<file path="src/rtl/endpoint_mmio_ctrl.sv">
// -----------------------------------------------------------------------------
// endpoint_mmio_ctrl
//
// Host-facing memory-mapped control block for the chiplet endpoint. It holds:
//   - one packet start-address register per message slot,
//   - a FIFO of send requests toward the TX FSM,
//   - a round-robin arbiter for the single TX cache port, shared by the host
//     bus and the TX FSM. A stalled access keeps ownership until it completes.
//
// Host address map:
//   0x0000 + 4*i : start-address register for slot i (read/write)
//   0x1004       : SEND (write-only, enqueues a message ID)
//   0x1008       : STATUS {count[15:8], 6'b0, full, empty} (read-only)
//   0x100C       : drop counter (only when ENDPOINT_SEND_DROP_EN is defined)
//   0x2000 + ... : TX cache window, CACHE_NUM_WORDS*4 bytes
//
// Optional feature macro: ENDPOINT_SEND_DROP_EN
//   Defined     : a SEND write while the queue is full (and nothing pops in
//                 that cycle) is dropped with host_error=1. A saturating 8-bit
//                 drop counter counts these writes. It reads at 0x100C, and any
//                 write to 0x100C clears it.
//   Not defined : a SEND write while the queue is full stalls the host, and
//                 0x100C is unmapped.
//
// Ports:
//   clk, n_rst                          clock, asynchronous active-low reset
//   host_ren/wen/addr/wdata/strobe      host bus request
//   host_rdata/error/stall              host bus response
//   tx_ren/wen/addr                     TX FSM cache request
//   tx_rdata/stall                      TX FSM cache response
//   cache_ren/wen/addr/wdata/strobe     TX cache request (arbitrated)
//   cache_rdata/stall                   TX cache response
//   pkt_start_addr                      flattened start-address table
//   send_valid/send_id/send_ready       send-queue head handshake
// -----------------------------------------------------------------------------
module endpoint_mmio_ctrl #(
    parameter int NUM_MSGS        = 4,
    parameter int CACHE_NUM_WORDS = 128,
    parameter int SEND_Q_DEPTH    = 4,
    localparam int CA             = $clog2(CACHE_NUM_WORDS) + 2,
    localparam int IDW            = $clog2(NUM_MSGS)
) (
    input  logic                   clk,
    input  logic                   n_rst,
    input  logic                   host_ren,
    input  logic                   host_wen,
    input  logic [31:0]            host_addr,
    input  logic [31:0]            host_wdata,
    input  logic [3:0]             host_strobe,
    output logic [31:0]            host_rdata,
    output logic                   host_error,
    output logic                   host_stall,
    input  logic                   tx_ren,
    input  logic                   tx_wen,
    input  logic [CA-1:0]          tx_addr,
    output logic [31:0]            tx_rdata,
    output logic                   tx_stall,
    output logic                   cache_ren,
    output logic                   cache_wen,
    output logic [CA-1:0]          cache_addr,
    output logic [31:0]            cache_wdata,
    output logic [3:0]             cache_strobe,
    input  logic [31:0]            cache_rdata,
    input  logic                   cache_stall,
    output logic [NUM_MSGS*CA-1:0] pkt_start_addr,
    output logic                   send_valid,
    output logic [IDW-1:0]         send_id,
    input  logic                   send_ready
);

    localparam int QAW = $clog2(SEND_Q_DEPTH);
    localparam int CW  = QAW + 1;

    localparam logic [31:0] BAD_DATA    = 32'hBAD1_BAD1;
    localparam logic [31:0] SLOT_BYTES  = 32'(NUM_MSGS * 4);
    localparam logic [31:0] SEND_ADDR   = 32'h0000_1004;
    localparam logic [31:0] STATUS_ADDR = 32'h0000_1008;
    localparam logic [31:0] CACHE_BASE  = 32'h0000_2000;
    localparam logic [31:0] CACHE_BYTES = 32'(CACHE_NUM_WORDS * 4);
`ifdef ENDPOINT_SEND_DROP_EN
    localparam logic [31:0] DROP_ADDR   = 32'h0000_100C;
`endif

    typedef enum logic [1:0] {
        OWN_NONE = 2'd0,
        OWN_HOST = 2'd1,
        OWN_TX   = 2'd2
    } owner_e;

    typedef enum logic {
        PRIO_HOST = 1'b0,
        PRIO_TX   = 1'b1
    } prio_e;

    // State
    logic [CA-1:0]  start_addr_r [NUM_MSGS];
    logic [IDW-1:0] q_mem_r      [SEND_Q_DEPTH];
    logic [QAW-1:0] wr_ptr_r;
    logic [QAW-1:0] rd_ptr_r;
    logic [CW-1:0]  q_count_r;
    owner_e         owner_r;
    prio_e          prio_r;
`ifdef ENDPOINT_SEND_DROP_EN
    logic [7:0]     drop_cnt_r;
`endif

    // Decode and control signals
    logic           host_req_s;
    logic           is_slot_s;
    logic           is_send_s;
    logic           is_status_s;
    logic           is_cache_s;
    logic [IDW-1:0] slot_idx_s;
    logic           host_cache_req_s;
    logic           tx_req_s;
    logic           q_full_s;
    logic           q_empty_s;
    logic           pop_s;
    logic           send_wr_s;
    logic           send_id_ok_s;
    logic           push_s;
    logic [31:0]    status_s;
    logic           grant_host_s;
    logic           grant_tx_s;
    logic           owner_drop_s;
`ifdef ENDPOINT_SEND_DROP_EN
    logic           is_drop_s;
    logic           drop_s;
`endif

    // ------------------------------------------------------------------
    // Address decode and send-queue handshake
    // ------------------------------------------------------------------
    assign host_req_s       = host_ren | host_wen;
    assign is_slot_s        = (host_addr < SLOT_BYTES);
    assign is_send_s        = (host_addr == SEND_ADDR);
    assign is_status_s      = (host_addr == STATUS_ADDR);
    assign is_cache_s       = (host_addr >= CACHE_BASE) &&
                              ((host_addr - CACHE_BASE) < CACHE_BYTES);
    assign slot_idx_s       = host_addr[2 +: IDW];
    assign host_cache_req_s = host_req_s & is_cache_s;
    assign tx_req_s         = tx_ren | tx_wen;

    assign q_full_s     = (q_count_r == CW'(SEND_Q_DEPTH));
    assign q_empty_s    = (q_count_r == CW'(0));
    assign pop_s        = send_valid & send_ready;
    assign send_wr_s    = host_wen & ~host_ren & is_send_s;
    assign send_id_ok_s = (host_wdata < 32'(NUM_MSGS));
    // A full queue still accepts the push when the head pops in the same cycle.
    assign push_s       = send_wr_s & send_id_ok_s & (~q_full_s | pop_s);
`ifdef ENDPOINT_SEND_DROP_EN
    assign is_drop_s    = (host_addr == DROP_ADDR);
    assign drop_s       = send_wr_s & send_id_ok_s & q_full_s & ~pop_s;
`endif

    assign status_s   = {16'h0000, 8'(q_count_r), 6'b00_0000, q_full_s, q_empty_s};
    assign send_valid = ~q_empty_s;
    assign send_id    = q_empty_s ? IDW'(0) : q_mem_r[rd_ptr_r];

    // Flatten the start-address table onto the output bus.
    always_comb begin
        pkt_start_addr = '0;
        for (int i = 0; i < NUM_MSGS; i++) begin
            pkt_start_addr[i*CA +: CA] = start_addr_r[i];
        end
    end

    // ------------------------------------------------------------------
    // Cache arbiter: pick the grant for this cycle
    // ------------------------------------------------------------------
    // A locked owner keeps the grant. If it drops its request, nobody is
    // granted that cycle and the lock is released at the next edge.
    always_comb begin
        grant_host_s = 1'b0;
        grant_tx_s   = 1'b0;
        owner_drop_s = 1'b0;
        case (owner_r)
            OWN_HOST: begin
                if (host_cache_req_s) begin
                    grant_host_s = 1'b1;
                end else begin
                    owner_drop_s = 1'b1;
                end
            end
            OWN_TX: begin
                if (tx_req_s) begin
                    grant_tx_s = 1'b1;
                end else begin
                    owner_drop_s = 1'b1;
                end
            end
            OWN_NONE: begin
                if (host_cache_req_s && tx_req_s) begin
                    if (prio_r == PRIO_HOST) begin
                        grant_host_s = 1'b1;
                    end else begin
                        grant_tx_s = 1'b1;
                    end
                end else if (host_cache_req_s) begin
                    grant_host_s = 1'b1;
                end else if (tx_req_s) begin
                    grant_tx_s = 1'b1;
                end else begin
                    grant_host_s = 1'b0;
                    grant_tx_s   = 1'b0;
                end
            end
            default: begin
                owner_drop_s = 1'b1;
            end
        endcase
    end

    // Drive the cache port from whichever requester holds the grant.
    // The TX FSM has no write-data path, so a TX write carries zero data
    // with no byte lanes enabled.
    always_comb begin
        cache_ren    = 1'b0;
        cache_wen    = 1'b0;
        cache_addr   = '0;
        cache_wdata  = 32'h0000_0000;
        cache_strobe = 4'h0;
        if (grant_host_s) begin
            cache_ren    = host_ren;
            cache_wen    = host_wen;
            cache_addr   = host_addr[CA-1:0];
            cache_wdata  = host_wdata;
            cache_strobe = host_strobe;
        end else if (grant_tx_s) begin
            cache_ren    = tx_ren;
            cache_wen    = tx_wen;
            cache_addr   = tx_addr;
            cache_wdata  = 32'h0000_0000;
            cache_strobe = 4'h0;
        end else begin
            cache_ren    = 1'b0;
            cache_wen    = 1'b0;
        end
    end

    // Response to the TX FSM. A TX request that is not granted sees a stall.
    always_comb begin
        tx_rdata = BAD_DATA;
        tx_stall = 1'b0;
        if (grant_tx_s) begin
            tx_rdata = cache_rdata;
            tx_stall = cache_stall;
        end else if (tx_req_s) begin
            tx_stall = 1'b1;
        end else begin
            tx_rdata = BAD_DATA;
            tx_stall = 1'b0;
        end
    end

    // Response to the host for every region of the address map.
    always_comb begin
        host_rdata = BAD_DATA;
        host_error = 1'b0;
        host_stall = 1'b0;
        if (!host_req_s) begin
            host_rdata = BAD_DATA;
        end else if (is_slot_s) begin
            if (host_ren) begin
                host_rdata = 32'(start_addr_r[slot_idx_s]);
            end else begin
                host_rdata = BAD_DATA;
            end
        end else if (is_send_s) begin
            if (host_ren) begin
                host_error = 1'b1;
            end else if (!send_id_ok_s) begin
                host_error = 1'b1;
            end else if (q_full_s && !pop_s) begin
`ifdef ENDPOINT_SEND_DROP_EN
                host_error = 1'b1;
`else
                host_stall = 1'b1;
`endif
            end else begin
                host_error = 1'b0;
            end
        end else if (is_status_s) begin
            if (host_wen) begin
                host_error = 1'b1;
            end else begin
                host_rdata = status_s;
            end
`ifdef ENDPOINT_SEND_DROP_EN
        end else if (is_drop_s) begin
            if (host_ren) begin
                host_rdata = {24'h00_0000, drop_cnt_r};
            end else begin
                host_rdata = BAD_DATA;
            end
`endif
        end else if (is_cache_s) begin
            if (grant_host_s) begin
                host_rdata = cache_rdata;
                host_stall = cache_stall;
            end else begin
                host_stall = 1'b1;
            end
        end else begin
            host_error = 1'b1;
        end
    end

    // ------------------------------------------------------------------
    // Sequential state
    // ------------------------------------------------------------------

    // Start-address registers. Writes are forced to word alignment.
    always_ff @(posedge clk or negedge n_rst) begin
        if (!n_rst) begin
            for (int i = 0; i < NUM_MSGS; i++) begin
                start_addr_r[i] <= '0;
            end
        end else if (host_wen && !host_ren && is_slot_s) begin
            start_addr_r[slot_idx_s] <= {host_wdata[CA-1:2], 2'b00};
        end else begin
            start_addr_r <= start_addr_r;
        end
    end

    // Send-request FIFO: storage, pointers and occupancy count.
    always_ff @(posedge clk or negedge n_rst) begin
        if (!n_rst) begin
            for (int i = 0; i < SEND_Q_DEPTH; i++) begin
                q_mem_r[i] <= '0;
            end
            wr_ptr_r  <= '0;
            rd_ptr_r  <= '0;
            q_count_r <= '0;
        end else begin
            if (push_s) begin
                q_mem_r[wr_ptr_r] <= host_wdata[IDW-1:0];
                wr_ptr_r          <= wr_ptr_r + QAW'(1);
            end
            if (pop_s) begin
                rd_ptr_r <= rd_ptr_r + QAW'(1);
            end
            case ({push_s, pop_s})
                2'b10:   q_count_r <= q_count_r + CW'(1);
                2'b01:   q_count_r <= q_count_r - CW'(1);
                default: q_count_r <= q_count_r;
            endcase
        end
    end

    // Arbiter lock and round-robin priority.
    always_ff @(posedge clk or negedge n_rst) begin
        if (!n_rst) begin
            owner_r <= OWN_NONE;
            prio_r  <= PRIO_HOST;
        end else if (grant_host_s || grant_tx_s) begin
            if (cache_stall) begin
                owner_r <= grant_host_s ? OWN_HOST : OWN_TX;
            end else begin
                // On completion, the requester that did not win gets priority.
                owner_r <= OWN_NONE;
                prio_r  <= grant_host_s ? PRIO_TX : PRIO_HOST;
            end
        end else if (owner_drop_s) begin
            owner_r <= OWN_NONE;
        end else begin
            owner_r <= owner_r;
        end
    end

`ifdef ENDPOINT_SEND_DROP_EN
    // Saturating count of SEND writes dropped on a full queue.
    always_ff @(posedge clk or negedge n_rst) begin
        if (!n_rst) begin
            drop_cnt_r <= 8'h00;
        end else if (host_wen && !host_ren && is_drop_s) begin
            drop_cnt_r <= 8'h00;
        end else if (drop_s && (drop_cnt_r != 8'hFF)) begin
            drop_cnt_r <= drop_cnt_r + 8'h01;
        end else begin
            drop_cnt_r <= drop_cnt_r;
        end
    end
`endif

endmodule
</file>
<file path="config.mk">
export PLATFORM = sky130hd
export DESIGN_NAME = endpoint_mmio_ctrl
export DESIGN_NICKNAME = d
export VERILOG_FILES = /design/src/rtl/endpoint_mmio_ctrl.sv
export SDC_FILE = /design/constraint.sdc
export NUM_CORES = 1
export LEC_CHECK = 0
export ABC_AREA = 1
export CAP_MARGIN = 0
export CORE_ASPECT_RATIO = 1.5
export CORE_MARGIN = 1
export CORE_UTILIZATION = 40
export CTS_CLUSTER_DIAMETER = 200
export DETAILED_ROUTE_END_ITERATION = 16
export DONT_BUFFER_PORTS = 1
export REMOVE_ABC_BUFFERS = 1
export SLEW_MARGIN = 10
export SYNTH_ARGS = -nofsm -noshare
export SYNTH_HDL_FRONTEND = slang
export SYNTH_SLANG_ARGS = --single-unit
</file>
<file path="constraint.sdc">
create_clock -name clk -period 4.75 [get_ports clk]
set_input_delay 0.95 -clock clk [delete_from_list [all_inputs] [get_ports clk]]
set_output_delay 0.95 -clock clk [all_outputs]
set_load 0.01 [all_outputs]
</file>
==> impl_metrics.yaml, run 1 <==
synthesis:
  ys_seq_elements: 46
  synthArstFlopShare_pct: 100.0
  yosys.area_share.adder_pct: 2.307
  ys.flop_type: "dfrtp_1"
  synth_top_family_by_area: "simple AND/OR/NAND/NOR gates"
  synth_compound_area_share_pct: 9.767
  synthTopCellsByCount: "220 x nand2_1, 136 x inv_1, 126 x nor2_1"
  synth-simple-area-share_pct: 46.69
  synth_cell_types: 40
  synth_top_area_share_pct: 24.68
  syn-cell-area_mm2: 0.004663
  synth_edf_count: 0
  synth_area_leaders: "dfrtp_1 25%, nand2_1 18%, inv_1 11%, nor2_1 10%, nand4_1 5.6%"
  seq_area_frac_synth_pct: 24.68
  yosysWarnings: 0
  syn_area_per_cell_um2: 5.836
  syn-instance-count: 799
  synth_mux_area_share_pct: 0
  synth-xor-area-share_pct: 1.315
  synth_area_leader_cell: "dfrtp_1"
  synth.most_common_cell: "nand2_1"
drt:
  ant_nets: 0
  wirelength_um: 16100
  viasPerCell: 5.437
  routedWlPerCell_um: 17.17
  routed-via-count: 5100
  first_pass_iters: 5
  initialDrtViolationCount: 268
  drc: 0
cells_and_area:
  drive_gt1_share_pct: 7.712
  nNetsFinal: 915
  area_growth_pct: 5.608
  utilization_pct: 44.08
  insertedDiodeCount: 0
  n_fill_cell: 1187
  seq_area_mm2: 0.001151
  multi_input_area_mm2: 0.002831
timing:
  maxSlewViolCount: 0
  tightest_slew_ns: 0.9432
  finClkSkew_ns: 0.003618
  hold_viol: 0
  setup_viol: 0
  period_needed_ns: 4.105
  setup_tns_ns: 0
  relSlewSlack_pct: 36.88
  post-route-period-util_pct: 86.42
  max_freq_ghz: 0.2436
  grt_setup_unrepaired: "false"
grt:
  track_usage_pct: 25.97
  grt-ovfl-total: 0
  grt_pass1_wl_um: 24560
  antenna_found_initial: 0
  grt_max_degree: 47
  grt_pass1_vias: 4697
clock_network:
  clockBufferDepth: 2
  postCtsSetupBuffers: 0
  cts_buffers: 5
  cts_sinks: 46
  insertion_delay_ns: 0.29
  cts-root-buf: "clkbuf_16"
  clk_pin_slew_ns: 0.06
  htreeDepth: 2
  cts_resized: 0
  ctsHoldBuffers: 0
  cts_tree: "done"
pwr:
  p_leak_nw: 2.697
  power_w: 0.001118
  p_clk_share_pct: 35.5
  p_switching_w: 0.0003666
  power.share.sequential_pct: 39.4
  switching_share_pct: 32.78
  power-per-cell-area_mw_per_mm2: 227.1
  p_comb_share_pct: 25.0
  max-vdd-ir-drop_mv: 0.2316
  internal-power_w: 0.0007518
floorplanning:
  core_area_mm2: 0.01117
  start_util_pct: 41.74
  io_pins: 270
  chipWidth_um: 90.16
  die_y_um: 134.2
  die_area_mm2: 0.01210
  row_count: 47
setup_path:
  worstPathCellList: "inv_1, ha_1, nand2_4, nor2_2, nand2_1, nand2_1, nand2_1, nor2_1, nand3_2, nor2_8, nand3_4, inv_2, nand2_1, nand2_1"
  criticalPathCategory: "primary input to output port"
  slowest_delay_ns: 0.40
  crit_slowest_cell: "nand3_4"
  crit_fanout: 46
  arrival_ns: 3.16
  cp.required_ns: 3.80
  r2r_setup_slack_ns: 2.34
  crit_path_frequent_cell: "nand2_1"
  path_delay_family: "simple AND/OR/NAND/NOR gates"
  startpoint_type: "primary input"
  cp-end-kind: "output port"
  path_buf_inv: 2
run_status:
  outcome: "complete, no violations"
placement:
  gp_congestion: 0.8951
  dp_hpwl_um: 13390
  port_buffers: 0
worst_hold_path:
  hp-class: "primary input to async pin"
job:
  maxCapViolations: 0
-- area by class of cell --
type / count / share of cell area, %
multi-input cells: 587 / 57.50
flip-flops and latches: 46 / 23.37
inverters: 143 / 10.95
well taps: 147 / 3.735
clock buffers: 6 / 2.617
repair buffers: 7 / 1.067
clock inverters: 2 / 0.7622
-- logic make-up (layout without fill, tap and decap cells) --
group,count (synthesis),in the layout
AOI/OAI and AO/OA,84,84
xor gates and xnor gates,7,7
adders and majority gates,8,8
buffers and inverters,173,158
DFF,46,46
other,1,8
and+or+nand+nor,480,480
-- path summary, 6_finish.rpt --
path | endpoint | startpoint | cells after the start
max | cache_addr[0] | host_addr[14] | 14
min | q_mem_r[0] | n_rst | 0
max reg2reg | q_count_r[2] | q_count_r[1] | 11
min reg2reg | q_mem_r[1] | q_mem_r[1] | 2
max in group asynchronous | pkt_start_addr[34] | n_rst | 0
min in group clk | q_mem_r[1] | q_mem_r[1] | 2
-- state kept, by name, indices dropped and copies added, names as in the netlist --
signal	count
q_mem_r	8
wr_ptr_r	2
pkt_start_addr	28
rd_ptr_r	2
q_count_r	3
prio_r	1
owner_r	2
-- per-layer routing --
layer | vias up | share of wire (%) | GRT usage, %
li1 | 2454 | - | -
met3 | 31 | 5.3 | 3.855
met2 | 230 | 55 | 51.27
met5 | - | 0 | 0
met1 | 2385 | 37 | 27.12
met4 | 0 | 3.0 | 10.13
-- metrics by stage --
| step | area [um^2] | std cells | hold WS, ns | worst slack, ns |
|---|---|---|---|---|
| global placement | 4758 | 930 | 0.4672 | 0.6543 |
| floorplan | 4522 | 776 | 0.4478 | 0.8264 |
| finish | 4925 | 938 | 0.3456 | 0.6449 |
| global route | 4925 | 938 | 0.3357 | 0.3451 |
| CTS | 4925 | 938 | 0.3439 | 0.6193 |
| detailed placement | 4758 | 930 | 0.4728 | 0.6251 |
-- cell usage in the layout (no fill, tap or decap), drive strengths merged, types with 2 or more instances in the layout --
cell type  instances
a211oi             2
a21oi             20
a221oi             2
a22oi              6
buf                7
clkbuf             6
clkinv             2
conb               8
dfrtp             46
ha                 7
inv              141
nand2            238
nand3             40
nand4             42
nor2             141
nor3              16
o21ai             51
xor2               6
-- power groups by stage --
stage | clock network (W) | registers, W | logic (W)
global placement | 0 | 0.000447 | 0.000276
detailed placement | 0 | 0.000448 | 0.000282
global route | 0.000421 | 0.000444 | 0.000317
floorplan | 0 | 0.000443 | 0.000217
finish | 0.000397 | 0.000441 | 0.000280
CTS | 0.000403 | 0.000441 | 0.000282
-- worst register-to-register path: cells and delay by family (launching register included) --
kind,cells,cell delay [ns]
and+or+nand+nor,3,0.54
buffers and inverters,2,0.14
DFF,1,0.42
AOI/OAI and AO/OA,3,0.55
adders and majority gates,2,0.51
xor gates and xnor gates,1,0.15
No activity file was read; power rests on OpenSTA's default activity.
==> run 2, diff against run 1 <==
--- a/config.mk
+++ b/config.mk
@@ -7,9 +7,8 @@
 export LEC_CHECK = 0
 export ABC_AREA = 1
 export CAP_MARGIN = 0
-export CORE_ASPECT_RATIO = 1.5
 export CORE_MARGIN = 1
-export CORE_UTILIZATION = 40
+export CORE_UTILIZATION = 45
 export CTS_CLUSTER_DIAMETER = 200
 export DETAILED_ROUTE_END_ITERATION = 16
 export DONT_BUFFER_PORTS = 1
==> impl_metrics.yaml, run 2 (synthesis gave the netlist of run 1 again) <==
grt:
  grt-ovfl-total: 0
  busiest_layer: "met2"
  antenna_found_initial: 0
  grt_pass1_wl_um: 25320
  grt_max_degree: 47
  grt_use_met3_pct: 5.349
  met1_usage_pct: 33.40
  grt_pass1_vias: 4676
  grtUsageMet2_pct: 56.23
  track_usage_pct: 29.74
cells_and_area:
  drive_gt1_share_pct: 7.605
  nNetsFinal: 913
  final_common_cell: "nand2_1"
  layout.cells.non_filler: 922
  stdcell_area_mm2: 0.004816
  largest_reg_flops: 28
  utilization_pct: 48.60
  insertedDiodeCount: 0
  final_cell_mix: "220 x nand2_1, 136 x inv_1, 126 x nor2_1"
  area_growth_pct: 3.273
timing:
  max_freq_ghz: 0.2278
  maxSlewViolCount: 0
  hold_viol: 0
  relSlewSlack_pct: 36.16
  holdWs_ns: 0.3338
  post-route-period-util_pct: 92.40
  grt_setup_unrepaired: "false"
  setup_tns_ns: 0
  setup_viol: 0
  tightest_slew_ns: 0.9541
  period_needed_ns: 4.389
  finClkSkew_ns: 0.001250
floorplanning:
  io_pins: 270
  start_util_pct: 47.06
  die_y_um: 103.8
  die_area_mm2: 0.01077
  core_area_mm2: 0.009910
  chipWidth_um: 103.8
  row_count: 36
clock_network:
  ctsHoldBuffers: 0
  insertion_delay_ns: 0.30
  postCtsSetupBuffers: 0
  cts-root-buf: "clkbuf_8"
  cts_buffers: 5
  cts_resized: 0
  clockBufferDepth: 2
  cts_sinks: 46
  htreeDepth: 2
  clk_pin_slew_ns: 0.09
  cts_tree: "done"
placement:
  dp.cells: 914
  dpl_cell_area_mm2: 0.004730
  dp_hpwl_um: 13380
  gp_congestion: 0.9192
  port_buffers: 0
drt:
  first_pass_iters: 5
  drc: 0
  ant_nets: 0
  routed-via-count: 4995
  wirelength_um: 16330
  initialDrtViolationCount: 310
  viasPerCell: 5.418
  routedWlPerCell_um: 17.71
pwr:
  p_leak_nw: 2.656
  max-vdd-ir-drop_mv: 0.1109
  power-per-cell-area_mw_per_mm2: 199.3
setup_path:
  crit_fanout: 46
  r2r_setup_slack_ns: 1.91
  cp-end-kind: "output port"
  startpoint_type: "primary input"
  criticalPathCategory: "primary input to output port"
  arrival_ns: 3.44
  cp.required_ns: 3.80
run_status:
  outcome: "complete, no violations"
worst_hold_path:
  hp-class: "primary input to async pin"
job:
  maxCapViolations: 0
## run 2: cell types whose count changed in the layout (fill, tap and decap cells not counted)
cell | before | now
clkinv_4 | 0 | 1
clkbuf_16 | 5 | 0
bufinv_16 | 1 | 0
clkinvlp_4 | 1 | 0
buf_4 | 7 | 5
a21oi_2 | 0 | 1
clkbuf_8 | 0 | 5
clkinv_2 | 0 | 1
a21oi_1 | 20 | 19
## run 2: where the power goes
| part | switching, W | total, W | internal, W |
|---|---|---|---|
| sequential | 0.0000267 | 0.000441 | 0.000415 |
| combinational | 0.000190 | 0.000275 | 0.0000844 |
| clock | 0.000140 | 0.000244 | 0.000104 |
## run 2: area by class of cell
type | count | area (um^2)
Fill cell | 1073 | 5094
Multi-Input combinational cell | 587 | 2835
Sequential cell | 46 | 1151
Inverter | 143 | 539.3
Tap cell | 133 | 166.4
Clock buffer | 6 | 72.57
Timing Repair Buffer | 5 | 37.54
Clock inverter | 2 | 13.76
## run 2: worst paths after layout
| check | from | to | depth (start not counted) |
|---|---|---|---|
| min | n_rst | q_mem_r[2] | 0 |
| min reg2reg | q_mem_r[5] | q_mem_r[5] | 2 |
| max in group asynchronous | n_rst | pkt_start_addr[6] | 0 |
| min in group clk | q_mem_r[5] | q_mem_r[5] | 2 |
| max | host_addr[14] | cache_addr[5] | 14 |
| max reg2reg | q_count_r[1] | q_count_r[2] | 11 |
## run 2: layer usage
metal,share of wire (%),vias up
met3,7.7,27
met4,2.5,0
met2,52,239
met5,0,-
li1,-,2457
met1,38,2272
## run 2: critical path, stage by stage
cell and delay [ns]:
inv_1 0.08, ha_1 0.26, nand2_4 0.12, nor2_2 0.15
nand2_1 0.06, nand2_1 0.09, nand2_1 0.05, nor2_1 0.12
nand3_2 0.15, nor2_8 0.38, nand3_4 0.50, inv_2 0.29
nand2_1 0.09, nand2_1 0.12
## run 2: through the flow
step	setup WS (ns)	total power (W)
after global routing	0.01205	0.001024
after floorplan	0.8264	0.0006599
after global placement	0.3964	0.0007156
final	0.3608	0.0009599
after CTS	0.3128	0.0009654
after detailed placement	0.3213	0.0007214
